===== config.mk =====
export PLATFORM = sky130hd
export DESIGN_NAME = gate_exerciser_flat
export DESIGN_NICKNAME = d
export VERILOG_FILES = /design/src/rtl/gate_test_pkg.sv /design/src/rtl/gate_exerciser_if.sv /design/src/rtl/gate_exerciser_sync2.sv /design/src/rtl/gate_exerciser.sv /design/src/flat_wrapper.sv
export SDC_FILE = /design/constraint.sdc
export NUM_CORES = 1
export LEC_CHECK = 0
export BUFFER_PORTS_ARGS = -buffer_cell sky130_fd_sc_hd__buf_4
export CORE_ASPECT_RATIO = 2
export CORE_MARGIN = 1
export CORE_UTILIZATION = 40
export CTS_BUF_LIST = sky130_fd_sc_hd__clkbuf_16
export DETAILED_ROUTE_END_ITERATION = 12
export GPL_ROUTABILITY_DRIVEN = 0
export GPL_TIMING_DRIVEN = 0
export PLACE_DENSITY = 0.62
export SYNTH_ARGS = -nofsm -noshare
export SYNTH_HDL_FRONTEND = slang
export SYNTH_SLANG_ARGS = --single-unit

===== constraint.sdc =====
create_clock -name clk -period 3.91 [get_ports clk]
set_clock_uncertainty 0.15 [all_clocks]
set_input_delay 0 -clock clk [delete_from_list [all_inputs] [get_ports clk]]
set_output_delay 0 -clock clk [all_outputs]
set_load 0.1 [all_outputs]

===== src/rtl/gate_test_pkg.sv =====
// Shared definitions for the two-input gate exerciser: FSM encoding,
// Gray-ordered stimulus table and truth tables for the supported cells.
package gate_test_pkg;

  typedef enum logic [2:0] {
    GT_IDLE   = 3'd0,
    GT_APPLY  = 3'd1,
    GT_SETTLE = 3'd2,
    GT_SAMPLE = 3'd3,
    GT_DONE   = 3'd4
  } gt_state_t;

  // Entry i is the {a,b} pair driven at step i; wrapping 10 -> 00 also flips one bit.
  localparam logic [3:0][1:0] GT_GRAY_ORDER = {2'b10, 2'b11, 2'b01, 2'b00};

  localparam logic [3:0] TT_NOR  = 4'b0001;
  localparam logic [3:0] TT_NAND = 4'b0111;
  localparam logic [3:0] TT_XOR  = 4'b0110;

  function automatic logic [1:0] gt_vector(input logic [1:0] idx);
    return GT_GRAY_ORDER[idx];
  endfunction

endpackage


===== src/rtl/gate_exerciser_if.sv =====
// Pin-level link between the exerciser and a two-input gate under test.
interface gate_exerciser_if;
  logic a;
  logic b;
  logic f;

  modport master (output a, output b, input f);
  modport slave  (input a, input b, output f);
endinterface


===== src/rtl/gate_exerciser_sync2.sv =====
// Two-flop synchroniser for a single level signal arriving from outside clk.
module sync2 (
  input  logic clk,
  input  logic rst_n,
  input  logic d,
  output logic q
);

  logic meta;

  // NOTE: non-blocking assignments give every flop the pre-edge value of its
  // neighbour; blocking here would collapse the chain into a single flop.
  always_ff @(posedge clk or negedge rst_n) begin
    if (!rst_n) begin
      meta <= 1'b0;
      q    <= 1'b0;
    end else begin
      meta <= d;
      q    <= meta;
    end
  end

endmodule


===== src/rtl/gate_exerciser.sv =====
// Drives Gray-ordered vectors into a two-input gate, samples its output after
// a settle window and accumulates mismatches against a truth table.
module gate_exerciser
  import gate_test_pkg::*;
#(
  parameter logic [3:0]  TRUTH  = TT_NOR,
  parameter int unsigned SETTLE = 4,
  parameter int unsigned ITER   = 1
) (
  input  logic                    clk,
  input  logic                    rst_n,
  input  logic                    start,
  gate_exerciser_if.master        gate,
  output logic                    busy,
  output logic                    done,
  output logic                    pass,
  output logic [7:0]              err_count,
  output logic [3:0]              fail_vec
);

  localparam int CW = (SETTLE > 1) ? $clog2(SETTLE) : 1;

  gt_state_t     state;
  logic [1:0]    idx;
  logic [15:0]   pass_cnt;
  logic [CW-1:0] settle_cnt;
  logic [1:0]    ab;
  logic          f_s;
  logic          mismatch;
  logic          last_pass;

  sync2 u_sync (
    .clk   (clk),
    .rst_n (rst_n),
    .d     (gate.f),
    .q     (f_s)
  );

  assign gate.a    = ab[1];
  assign gate.b    = ab[0];
  assign mismatch  = (f_s != TRUTH[ab]);
  assign last_pass = (pass_cnt == 16'(ITER - 1));

  // Status flags are registered views of the state, so they trail it by one cycle.
  always_ff @(posedge clk or negedge rst_n) begin
    if (!rst_n) begin
      busy <= 1'b0;
      done <= 1'b0;
    end else begin
      busy <= (state == GT_APPLY) || (state == GT_SETTLE) || (state == GT_SAMPLE);
      done <= (state == GT_DONE);
    end
  end

  always_ff @(posedge clk or negedge rst_n) begin
    if (!rst_n) begin
      state      <= GT_IDLE;
      idx        <= 2'd0;
      pass_cnt   <= 16'd0;
      settle_cnt <= '0;
      ab         <= 2'b00;
      pass       <= 1'b0;
      err_count  <= 8'd0;
      fail_vec   <= 4'b0000;
    end else begin
      case (state)
        GT_IDLE: begin
          if (start) begin
            err_count <= 8'd0;
            fail_vec  <= 4'b0000;
            pass      <= 1'b0;
            idx       <= 2'd0;
            pass_cnt  <= 16'd0;
            state     <= GT_APPLY;
          end
        end

        GT_APPLY: begin
          ab         <= gt_vector(idx);
          settle_cnt <= CW'(SETTLE - 1);
          state      <= GT_SETTLE;
        end

        GT_SETTLE: begin
          if (settle_cnt == '0) begin
            state <= GT_SAMPLE;
          end else begin
            settle_cnt <= settle_cnt - 1'b1;
          end
        end

        GT_SAMPLE: begin
          if (mismatch) begin
            if (err_count != 8'hFF) begin
              err_count <= err_count + 8'd1;
            end
            fail_vec[ab] <= 1'b1;
          end
          idx <= idx + 2'd1;
          if (idx == 2'd3) begin
            pass_cnt <= pass_cnt + 16'd1;
            state    <= last_pass ? GT_DONE : GT_APPLY;
          end else begin
            state <= GT_APPLY;
          end
        end

        GT_DONE: begin
          pass  <= (err_count == 8'd0);
          state <= GT_IDLE;
        end

        default: state <= GT_IDLE;
      endcase
    end
  end

endmodule


===== src/flat_wrapper.sv =====
// flat-port wrapper written by rule: the top's interface ports become plain ports
module gate_exerciser_flat import gate_test_pkg::*;
#(
  parameter logic [3:0]  TRUTH  = TT_NOR,
  parameter int unsigned SETTLE = 4,
  parameter int unsigned ITER   = 1
)
  (clk, rst_n, start, busy, done, pass, err_count, fail_vec, gate_a, gate_b, gate_f);
  gate_exerciser_if gate_i ();
  input  logic clk;
  input  logic rst_n;
  input  logic start;
  output logic busy;
  output logic done;
  output logic pass;
  output logic [7:0] err_count;
  output logic [3:0] fail_vec;
  output wire logic [$bits(gate_i.a)-1:0] gate_a;
  output wire logic [$bits(gate_i.b)-1:0] gate_b;
  input wire logic [$bits(gate_i.f)-1:0] gate_f;
  assign gate_a = gate_i.a;
  assign gate_b = gate_i.b;
  assign gate_i.f = gate_f;
  gate_exerciser #(.TRUTH(TRUTH), .SETTLE(SETTLE), .ITER(ITER)) u_core (.clk(clk), .rst_n(rst_n), .start(start), .gate(gate_i), .busy(busy), .done(done), .pass(pass), .err_count(err_count), .fail_vec(fail_vec));
endmodule

After elaboration in Yosys (flattened, before gate mapping). Index checks and enable logic that the tools add are counted.

Reductions and logical operators: 17. Order comparisons: 3. Eq/ne operators: 13. Bitwise logic cells: 1. Shifts and indexed selects: 0. Div/mod/pow operators: 0. Muxes and demuxes: 27. Multipliers: 0. Add/sub/neg operators: 4.

Operators by type and width (count): 16-bit 2-to-1 mux (2); 16-bit case mux with 2 select lines (1); 8-bit 2-to-1 mux (3); 16-bit by 1-bit adder with 16-bit output, second input constant (1); 16-bit logical NOT (1); 8-bit case mux with 2 select lines (1); 3-bit 2-to-1 mux (4); 3-bit case mux with 4 select lines (1); 2-bit != test, second input constant (5); 8-bit by 1-bit adder with 8-bit output, second input constant (1); 8-bit logical NOT (1); 4-bit 2-to-1 mux (2); 8-bit != test, second input constant (1); 2-bit case mux with 2 select lines (2); 4-bit case mux with 2 select lines (1); 2-bit AND reduction (4); 3-bit by 2-bit equality test with 1-bit output, second input constant (2); 2-bit by 3-bit < comparator with 1-bit output, second input constant (2); 2-bit 2-to-1 mux (3); 3-bit AND reduction (2); 2-bit nonzero test (3); 2-bit binary-select mux with 2-bit select (1); 4-bit bitwise OR (1); 4-bit AND reduction (1); 16 further kinds (19).

Bits in latches: 0. Register bits after elaboration: 42. Memory bits (writable): 0. Bits in read-only memories: 0. Input bits: 4. Logic and storage cells: 77. Output and inout port bits: 17. Memories kept: 0.

Logic depth before layout (Yosys ltp). Gate-level depths: netlist of the first run.

Word-level depth: 7. Gate-level depth with buffers: 6. Depth with buffers taken out: 6.

By module. A second synthesis of the first run with hierarchy kept.

Cell total of the unflattened synthesis: 226. Area, all modules: 2167.1 um2.

Modules (own cells, without submodules): gate_exerciser (times used 1, area each 2117.0 um2, cells each 224, seq. area each 1001.0 um2); sync2 (times used 1, area each 50.0 um2, cells each 2, seq. area each 50.0 um2).

Worst setup path after synthesis of the first run. Ideal clock, no wire load.

Kind: register to register. From: register u_core.err_count[0]. To: register u_core.err_count[6]. Required time: 3.636 ns. Setup time: 0.124 ns. Clock period less this slack: 2.404 ns. Buffers on the path: 0. Cell stages (with the launch flop): 6. Setup slack: 1.506 ns. Arrival: 2.130 ns. Cells stage by stage: dfrtp_1 -> ha_1 -> nand3_1 -> or2_2 -> and3_1 -> a211o_1.

Longest elaborated chain between the ends: 4. Elaborated cells on any way between the ends: 7. Those cells by class: add/sub (1); eq/ne (2); mux (3); reduce/logical (1).

Ends and longest elaborated chain: from (decl) (RTL line gate_exerciser.sv:17) `output logic [7:0] err_count,`; from (signal assigned) (RTL line gate_exerciser.sv:95) `err_count <= err_count + 8'd1;`; 8-bit by 1-bit adder with 8-bit output (RTL line gate_exerciser.sv:95); 8-bit 2-to-1 mux (RTL line gate_exerciser.sv:94) `if (err_count != 8'hFF) begin`; 8-bit 2-to-1 mux (RTL line gate_exerciser.sv:93) `if (mismatch) begin`; 8-bit case mux with 2 select lines (RTL line gate_exerciser.sv:66) `case (state)`.

Several ways; a longest one is shown, not always the timed one. The select of a mux whose other input is x is not followed. A chain may end at the register's enable or synchronous reset.

Worst setup path after layout of the first run.
From: register u_core.state[1]. To: register u_core.fail_vec[0].

Longest elaborated chain between the ends: 3. Elaborated cells on any way between the ends: 7. Those cells by class: eq/ne (3); mux (1); reduce/logical (3).

Ends and longest elaborated chain: from (decl) (RTL line gate_exerciser.sv:23) `gt_state_t state;`; from (signal assigned) (RTL line gate_exerciser.sv:102) `state <= last_pass ? GT_DONE : GT_APPLY;`; 3-bit by 2-bit equality test with 1-bit output / 3-bit logical NOT (equally long branches) (RTL line gate_exerciser.sv:66); 2-bit by 1-bit != test with 1-bit output (no line) (tied with other cells); 3-bit AND reduction (no line); to (signal assigned) (RTL line gate_exerciser.sv:64) `fail_vec <= 4'b0000;`; to (signal assigned) (RTL line gate_exerciser.sv:70) `fail_vec <= 4'b0000;`; to (signal, indexed assignment) (RTL line gate_exerciser.sv:97) `fail_vec[ab] <= 1'b1;`; to (decl) (RTL line gate_exerciser.sv:18) `output logic [3:0] fail_vec`.

Several ways; a longest one is shown, not always the timed one.

==> run_results.csv, run 1 <==
group,metric,value,unit
status,outcome,"complete, no violations",
timing,max_freq,0.405,GHz
critical_path,setup.worst_path.start,"u_core.state[1]",
detailed_routing,drtAntennaViolNets,0,
critical_path,crit_path_max_fanout,10,
placed_design,place_ws,1.36,ns
timing,period_share,63.1,%
floorplan,fp.dieH,104,um
clock_network,clockBufferDepth,2,
detailed_routing,via_per_inst,5.70,
synth,ys_async_sr_fraction,100,%
clock_network,cts-hold-fix-buffers,2,
critical_path,worstSetupEndpoint,"u_core.fail_vec[0]",
clock_network,clkTransAtPathRegs,0.06,ns
final_layout,drive_gt1_share,11.4,%
synth,synth_fp_nets,225,
final_layout,area_growth,18.2,%
final_layout,final_common_cell,"dfrtp_1",
grt,grt_max_degree,43,
pwr,power,1.16,mW
floorplan,die_width,52.9,um
critical_path,r2r-start,"u_core.state[1]",
timing,slew_headroom,56.7,%
synth,synth.avg_cell_area,9.63,um^2
critical_path,critical_path_arrival,2.47,ns
grt,grt_antenna_before_repair,0,
final_layout,num_antenna_cells,0,
clock_network,cts_max_level,2,
pwr,peakVddDrop,0.000447,V
final_layout,layout_common_cells,"dfrtp_1 (42), nor2_1 (26), buf_4 (20), nand2_1 (13), o21ai_0 (13)",
clock_network,cts.sinks,42,
floorplan,initial_utilization,42.2,%
final_layout,fillers,472,
clock_network,clock_latency,0.28,ns
synth,ys_types,42,
clock_network,tritoncts,"done",
final_layout,nets,254,
grt,grt_pass1_vias,1655,
synth,synthFlopType,"dfrtp_1",
timing,drv_slew,0,
floorplan,io_pins,21,
critical_path,critPathRequiredTime,3.91,ns
grt,overflow,0,
synth,netlist_area,0.00207,mm^2
critical_path,reg2reg_setup_slack,1.44,ns
placed_design,port-buffer-count,20,
clock_network,cts_setup_buffers,0,
detailed_routing,wire_per_inst,14.6,um
synth,synth_cells,215,
synth,synth_seq_area_share,50.8,%
critical_path,reg2regPathDepth,5,
detailed_routing,drt_iter0_drc,18,
clock_network,root_buffer,"clkbuf_16",
timing,timing.hold.ws,0.0864,ns
grt,grt_usage,18.3,%
timing,min_period,2.47,ns
critical_path,startpoint_type,"flip-flop",
timing,setup_tns,0,ns
pwr,powerDensity,472,mW/mm^2
detailed_routing,drc,0,
synth,ys_seq_elements,42,
floorplan,dieArea,0.00549,mm^2
timing,worst_pin_slew,0.640,ns
grt,grt_pass1_wl,7450,um
job,cap_violations,0,
synth,synth_edf_count,0,
final_layout,multi_input_area,943,um^2
timing,hold_viol_final,0,
critical_path,crit_type,"reg -> reg",
detailed_routing,routed_wl,4420,um
timing,rsz0062_at_grt,"no",
floorplan,coreArea,0.00491,mm^2
critical_path,r2r-end,"u_core.fail_vec[0]",
floorplan,core.rowCount,36,
critical_path,cp-end-kind,"flip-flop",
timing,setup_violations,0,
detailed_routing,first_pass_iters,4,
synth,ys_warn_count,0,
detailed_routing,vias,1720,
final_layout,seq_area,0.00105,mm^2
hold_path,hold_path.class,"in -> async",
pwr,leakage,1.08,nW
placed_design,dpl.hpwl,3280,um
clock_network,cts_buffers,5,
timing,fin_ws,1.44,ns
clock_network,post_cts_resized,0,
## how the worst min path moves through the flow
stage	end	cells after the start	from	slack [ns]
global placement	u_core.err_count[4]	1	rst_n	-0.13
CTS	u_core.err_count[1]	4	start	0.10
global route	u_core.err_count[1]	4	start	0.15
floorplan	u_core.ab[0]	0	rst_n	-0.45
detailed placement	u_core.err_count[4]	1	rst_n	-0.13
finish	u_core.err_count[4]	2	rst_n	0.09
## power by group
part	internal (mW)	switching, mW
registers	0.463	0.0440
clock network	0.230	0.157
logic	0.0638	0.199
total	0.756	0.399
## cells in the mapped netlist (3+ instances only)
cell type / number / area (um^2)
a211o_1: 5 / 43.8
a21oi_1: 11 / 55.1
a41oi_1: 3 / 26.3
and3_1: 4 / 25.0
clkbuf_1: 6 / 22.5
dfrtp_1: 42 / 1050
ha_1: 6 / 75.1
inv_1: 12 / 45.0
nand2_1: 13 / 48.8
nand3_1: 10 / 50.1
nand4_1: 7 / 43.8
nor2_1: 26 / 97.6
nor3_1: 4 / 20.0
nor4_1: 3 / 18.8
nor4b_1: 3 / 26.3
o21ai_0: 13 / 65.1
o22a_1: 3 / 26.3
o31ai_1: 3 / 22.5
or3_1: 7 / 43.8
xor2_1: 4 / 35.0
## logic make-up (layout without fill, tap and decap cells)
logic type / Yosys count / after routing / synth area share, %
compound gates: 48 / 48 / 15.1
xor+xnor: 6 / 6 / 2.54
fa+ha+maj: 6 / 6 / 3.63
buf+inv: 20 / 50 / 3.69
flops: 42 / 42 / 50.8
mux: 2 / 2 / 1.03
simple gates: 91 / 91 / 23.3
## worst max-delay path, stage by stage (launching register included)
cell and delay, ns:
dfrtp_1 0.38, clkbuf_1 0.22, nor4b_1 0.65, clkbuf_1 0.46, buf_1 0.38, nor2_1 0.10
## sequential cells by signal, summed over array words and instances, names as in the netlist
| name | cells |
|---|---|
| u_core.u_sync.meta | 1 |
| u_core.state | 3 |
| u_core.pass | 1 |
| u_core.pass_cnt | 16 |
| u_core.ab | 2 |
| u_core.settle_cnt | 2 |
| u_core.done | 1 |
| u_core.busy | 1 |
| u_core.err_count | 8 |
| u_core.fail_vec | 4 |
| u_core.idx | 2 |
| u_core.u_sync.q | 1 |
## metal layers
metal / up-vias / track usage, % / share of wire [%]
met2: 19 / 34.5 / 57
met5: - / 0 / 0
met4: 0 / 6.77 / 1.8
met1: 859 / 18.5 / 39
li1: 835 / - / -
met3: 7 / 3.08 / 1.9
## layout make-up
| class | count | area share [%] |
|---|---|---|
| Sequential cell | 42 | 42.9 |
| Multi-Input combinational cell | 153 | 38.5 |
| Timing Repair Buffer | 22 | 6.95 |
| Clock buffer | 5 | 5.11 |
| Tap cell | 57 | 2.91 |
| Inverter | 12 | 1.84 |
| Buffer | 8 | 1.28 |
| Clock inverter | 3 | 0.460 |
## metrics by stage
stage          std cells  cell area, um^2  utilization, %
2_1_floorplan        215             2070               -
3_3_place_gp         292             2290            46.7
3_5_place_dp         292             2290            46.7
4_1_cts              302             2450            49.9
5_1_grt              302             2450            49.9
6_report             302             2450            49.9
Note: power is estimated with default switching activity, not from simulation.
==> run 2: changes to the inputs <==
--- a/config.mk
+++ b/config.mk
@@ -5,6 +5,7 @@
 export SDC_FILE = /design/constraint.sdc
 export NUM_CORES = 1
 export LEC_CHECK = 0
+export ABC_AREA = 1
 export BUFFER_PORTS_ARGS = -buffer_cell sky130_fd_sc_hd__buf_4
 export CORE_ASPECT_RATIO = 2
 export CORE_MARGIN = 1
@@ -13,7 +14,7 @@
 export DETAILED_ROUTE_END_ITERATION = 12
 export GPL_ROUTABILITY_DRIVEN = 0
 export GPL_TIMING_DRIVEN = 0
-export PLACE_DENSITY = 0.62
+export PLACE_DENSITY = 0.61
 export SYNTH_ARGS = -nofsm -noshare
 export SYNTH_HDL_FRONTEND = slang
 export SYNTH_SLANG_ARGS = --single-unit
==> constraint.sdc (replaced) <==
create_clock -name clk -period 2.4 [get_ports clk]
set_clock_uncertainty 0.15 [all_clocks]
set_input_delay 0 -clock clk [delete_from_list [all_inputs] [get_ports clk]]
set_output_delay 0 -clock clk [all_outputs]
set_load 0.1 [all_outputs]
==> run 2 against run 1 <==
  * Via count is 25% higher
  * Setup slack worse by 0.68 ns
  * Cell area grew 14%
  * First-iteration DRC count rose to 2.7 times the previous value
  * Clock-buffer cell count is the same
  * Clock power up 68%
  * Critical endpoint is now u_core.pass_cnt[10]
  * Area after synthesis grew 15%
  * Wire length is 25% higher
  * Critical path type unchanged
==> run_results.csv, run 2 <==
group,metric,value,unit
synth,synth_largest_area_cell,"dfrtp_1",
clock_network,root_buffer,"clkbuf_16",
grt,grt_use_met3,2.68,%
final_layout,nets,360,
timing,hold_viol_final,0,
final_layout,regMostFlops,"u_core.pass_cnt",
critical_path,reg2regPathDepth,6,
timing,setup_violations,0,
synth,ys_warn_count,0,
final_layout,reg_top3,"u_core.pass_cnt (16), u_core.err_count (8), u_core.fail_vec (4)",
grt,use_met1,20.2,%
floorplan,die_width,56.6,um
synth,yosysTopAreaCellShare,44.0,%
detailed_routing,drc,0,
critical_path,crit_path_max_fanout,5,
timing,timing.hold.ws,0.0812,ns
synth,netlist_area,0.00239,mm^2
clock_network,cts.sinks,42,
final_layout,final_core_util,48.7,%
detailed_routing,wire_per_inst,13.4,um
pwr,swShare,48.3,%
timing,setup_tns,0,ns
synth,synth.area.top_cells,"dfrtp_1 (44%), nand2_1 (13%), nand3_1 (7.1%), inv_1 (7.1%), nor2_1 (6.1%)",
floorplan,fp.dieH,111,um
synth,yosysMostFrequentCell,"nand2_1",
pwr,leakage,1.47,nW
critical_path,critPathRequiredTime,2.43,ns
final_layout,final_common_cell,"nand2_1",
synth,ys_top_cells_by_count,"nand2_1 (85), inv_1 (45), dfrtp_1 (42), nor2_1 (39), nand3_1 (34)",
pwr,combPwrFrac,46.6,%
grt,grt_busiest_layer,"met2",
floorplan,initial_utilization,41.8,%
detailed_routing,first_pass_iters,7,
timing,slew_headroom,61.8,%
critical_path,critical_path_arrival,1.67,ns
synth,ys_seq_elements,42,
critical_path,r2r-end,"u_core.pass_cnt[10]",
timing,drv_slew,0,
clock_network,clkTransAtPathRegs,0.06,ns
pwr,peakVddDrop,0.000911,V
job,cap_violations,0,
grt,grt_antenna_before_repair,0,
final_layout,num_antenna_cells,0,
placed_design,port-buffer-count,20,
grt,grt_pass1_vias,2136,
detailed_routing,via_per_inst,5.23,
pwr,powerDensity,1110,mW/mm^2
timing,worst_pin_slew,0.572,ns
clock_network,clockBufferDepth,2,
synth,synth_cells,320,
synth,synth_edf_count,0,
floorplan,core.rowCount,39,
clock_network,clock_latency,0.29,ns
pwr,p_int,1.59,mW
synth,synth_fp_nets,330,
status,outcome,"complete, no violations",
timing,period_share,68.5,%
clock_network,tritoncts,"done",
timing,min_period,1.64,ns
final_layout,drive_gt1_share,12.8,%
grt,overflow,0,
synth,synth_seq_area_share,44.0,%
timing,max_freq,0.608,GHz
clock_network,cts_buffers,5,
timing,rsz0062_at_grt,"no",
clock_network,cts_setup_buffers,0,
final_layout,area_growth,16.5,%
detailed_routing,drt_iter0_drc,48,
critical_path,startpoint_type,"flip-flop",
pwr,p_seq_share,32.4,%
detailed_routing,drtAntennaViolNets,0,
detailed_routing,routed_wl,5530,um
synth,synthFlopType,"dfrtp_1",
grt,grt_pass1_wl,9630,um
critical_path,cp-end-kind,"flip-flop",
grt,grt_usage,19.9,%
critical_path,reg2reg_setup_slack,0.76,ns
floorplan,coreArea,0.00571,mm^2
synth,ys_types,30,
floorplan,dieArea,0.00630,mm^2
detailed_routing,vias,2154,
pwr,power_switching,1.49,mW
synth,ys_async_sr_fraction,100,%
final_layout,largest_reg_flops,16,
critical_path,r2r-start,"u_core.pass_cnt[0]",
pwr,pwr-share-clk,21.1,%
clock_network,cts-hold-fix-buffers,3,
grt,grt_max_degree,43,
critical_path,crit_type,"reg -> reg",
synth,synth.avg_cell_area,7.46,um^2
final_layout,layout_common_cells,"nand2_1 (85), inv_1 (46), dfrtp_1 (42), nor2_1 (39), nand3_1 (34)",
hold_path,hold_path.class,"in -> async",
floorplan,io_pins,21,
clock_network,post_cts_resized,0,
placed_design,dpl.hpwl,4170,um
clock_network,cts_max_level,2,
grt,use_met2,36.9,%
==> run 2: power groups by stage <==
stage          Sequential [mW]  Clock [mW]  Combinational [mW]
2_1_floorplan             1.45           0               0.642
3_3_place_gp              1.01           0                1.43
3_5_place_dp              1.01           0                1.45
4_1_cts                  0.997       0.665                1.46
5_1_grt                   1.02       0.692                1.59
6_report                 0.998       0.649                1.44
==> run 2: worst max-delay path: stages (launching register included) <==
cell,delay [ns]
dfrtp_1,0.41
ha_1,0.21
nand3_1,0.12
nor2_1,0.32
nand3_1,0.13
o21ai_1,0.13
nor2_1,0.05
==> run 2: cell families (layout without fill, tap and decap cells) <==
| kind of cell | after synthesis | after routing | share of synthesized area [%] |
|---|---|---|---|
| AOI/OAI and AO/OA | 28 | 28 | 6.23 |
| buffers and inverters | 55 | 86 | 9.69 |
| xor gates and xnor gates | 1 | 1 | 0.681 |
| DFF | 42 | 42 | 44.0 |
| adders and majority gates | 6 | 6 | 3.14 |
| and+or+nand+nor | 188 | 188 | 36.2 |
==> run 2: worst max path at each step <==
stage,startpoint,cells after the start,to
after floorplan,u_core.err_count[0],8,u_core.err_count[0]
final,u_core.pass_cnt[0],6,u_core.pass_cnt[10]
after CTS,u_core.pass_cnt[0],6,u_core.pass_cnt[10]
after global placement,u_core.pass_cnt[0],6,u_core.pass_cnt[10]
after global routing,u_core.pass_cnt[0],6,u_core.pass_cnt[10]
after detailed placement,u_core.pass_cnt[0],6,u_core.pass_cnt[10]
==> run 2: area by class of cell <==
| cell class | count | area, um^2 |
|---|---|---|
| fillers | 583 | 2930 |
| repair buffers | 23 | 180 |
| clock inverters | 3 | 12.5 |
| multi-input cells | 223 | 1110 |
| clock buffers | 5 | 125 |
| well taps | 61 | 76.3 |
| flip-flops and latches | 42 | 1050 |
| inverters | 48 | 180 |
| plain buffers | 7 | 51.3 |
==> run 2: layer usage <==
| metal | share of wire, % | wire (um) | up-vias |
|---|---|---|---|
| met5 | 0 | 0 | - |
| met4 | 4.3 | 238 | 0 |
| met3 | 2.2 | 124 | 18 |
| met2 | 56 | 3110 | 38 |
| met1 | 37 | 2060 | 1014 |
| li1 | - | - | 1084 |
==> run 2: through the flow <==
step	power [mW]	setup WS, ns	instance area [um^2]	instances
3_3_place_gp	2.44	0.801	2620	401
3_5_place_dp	2.46	0.792	2620	401
6_report	3.08	0.756	2780	412
5_1_grt	3.30	0.553	2780	412
4_1_cts	3.12	0.774	2780	412
2_1_floorplan	2.09	0.215	2390	320
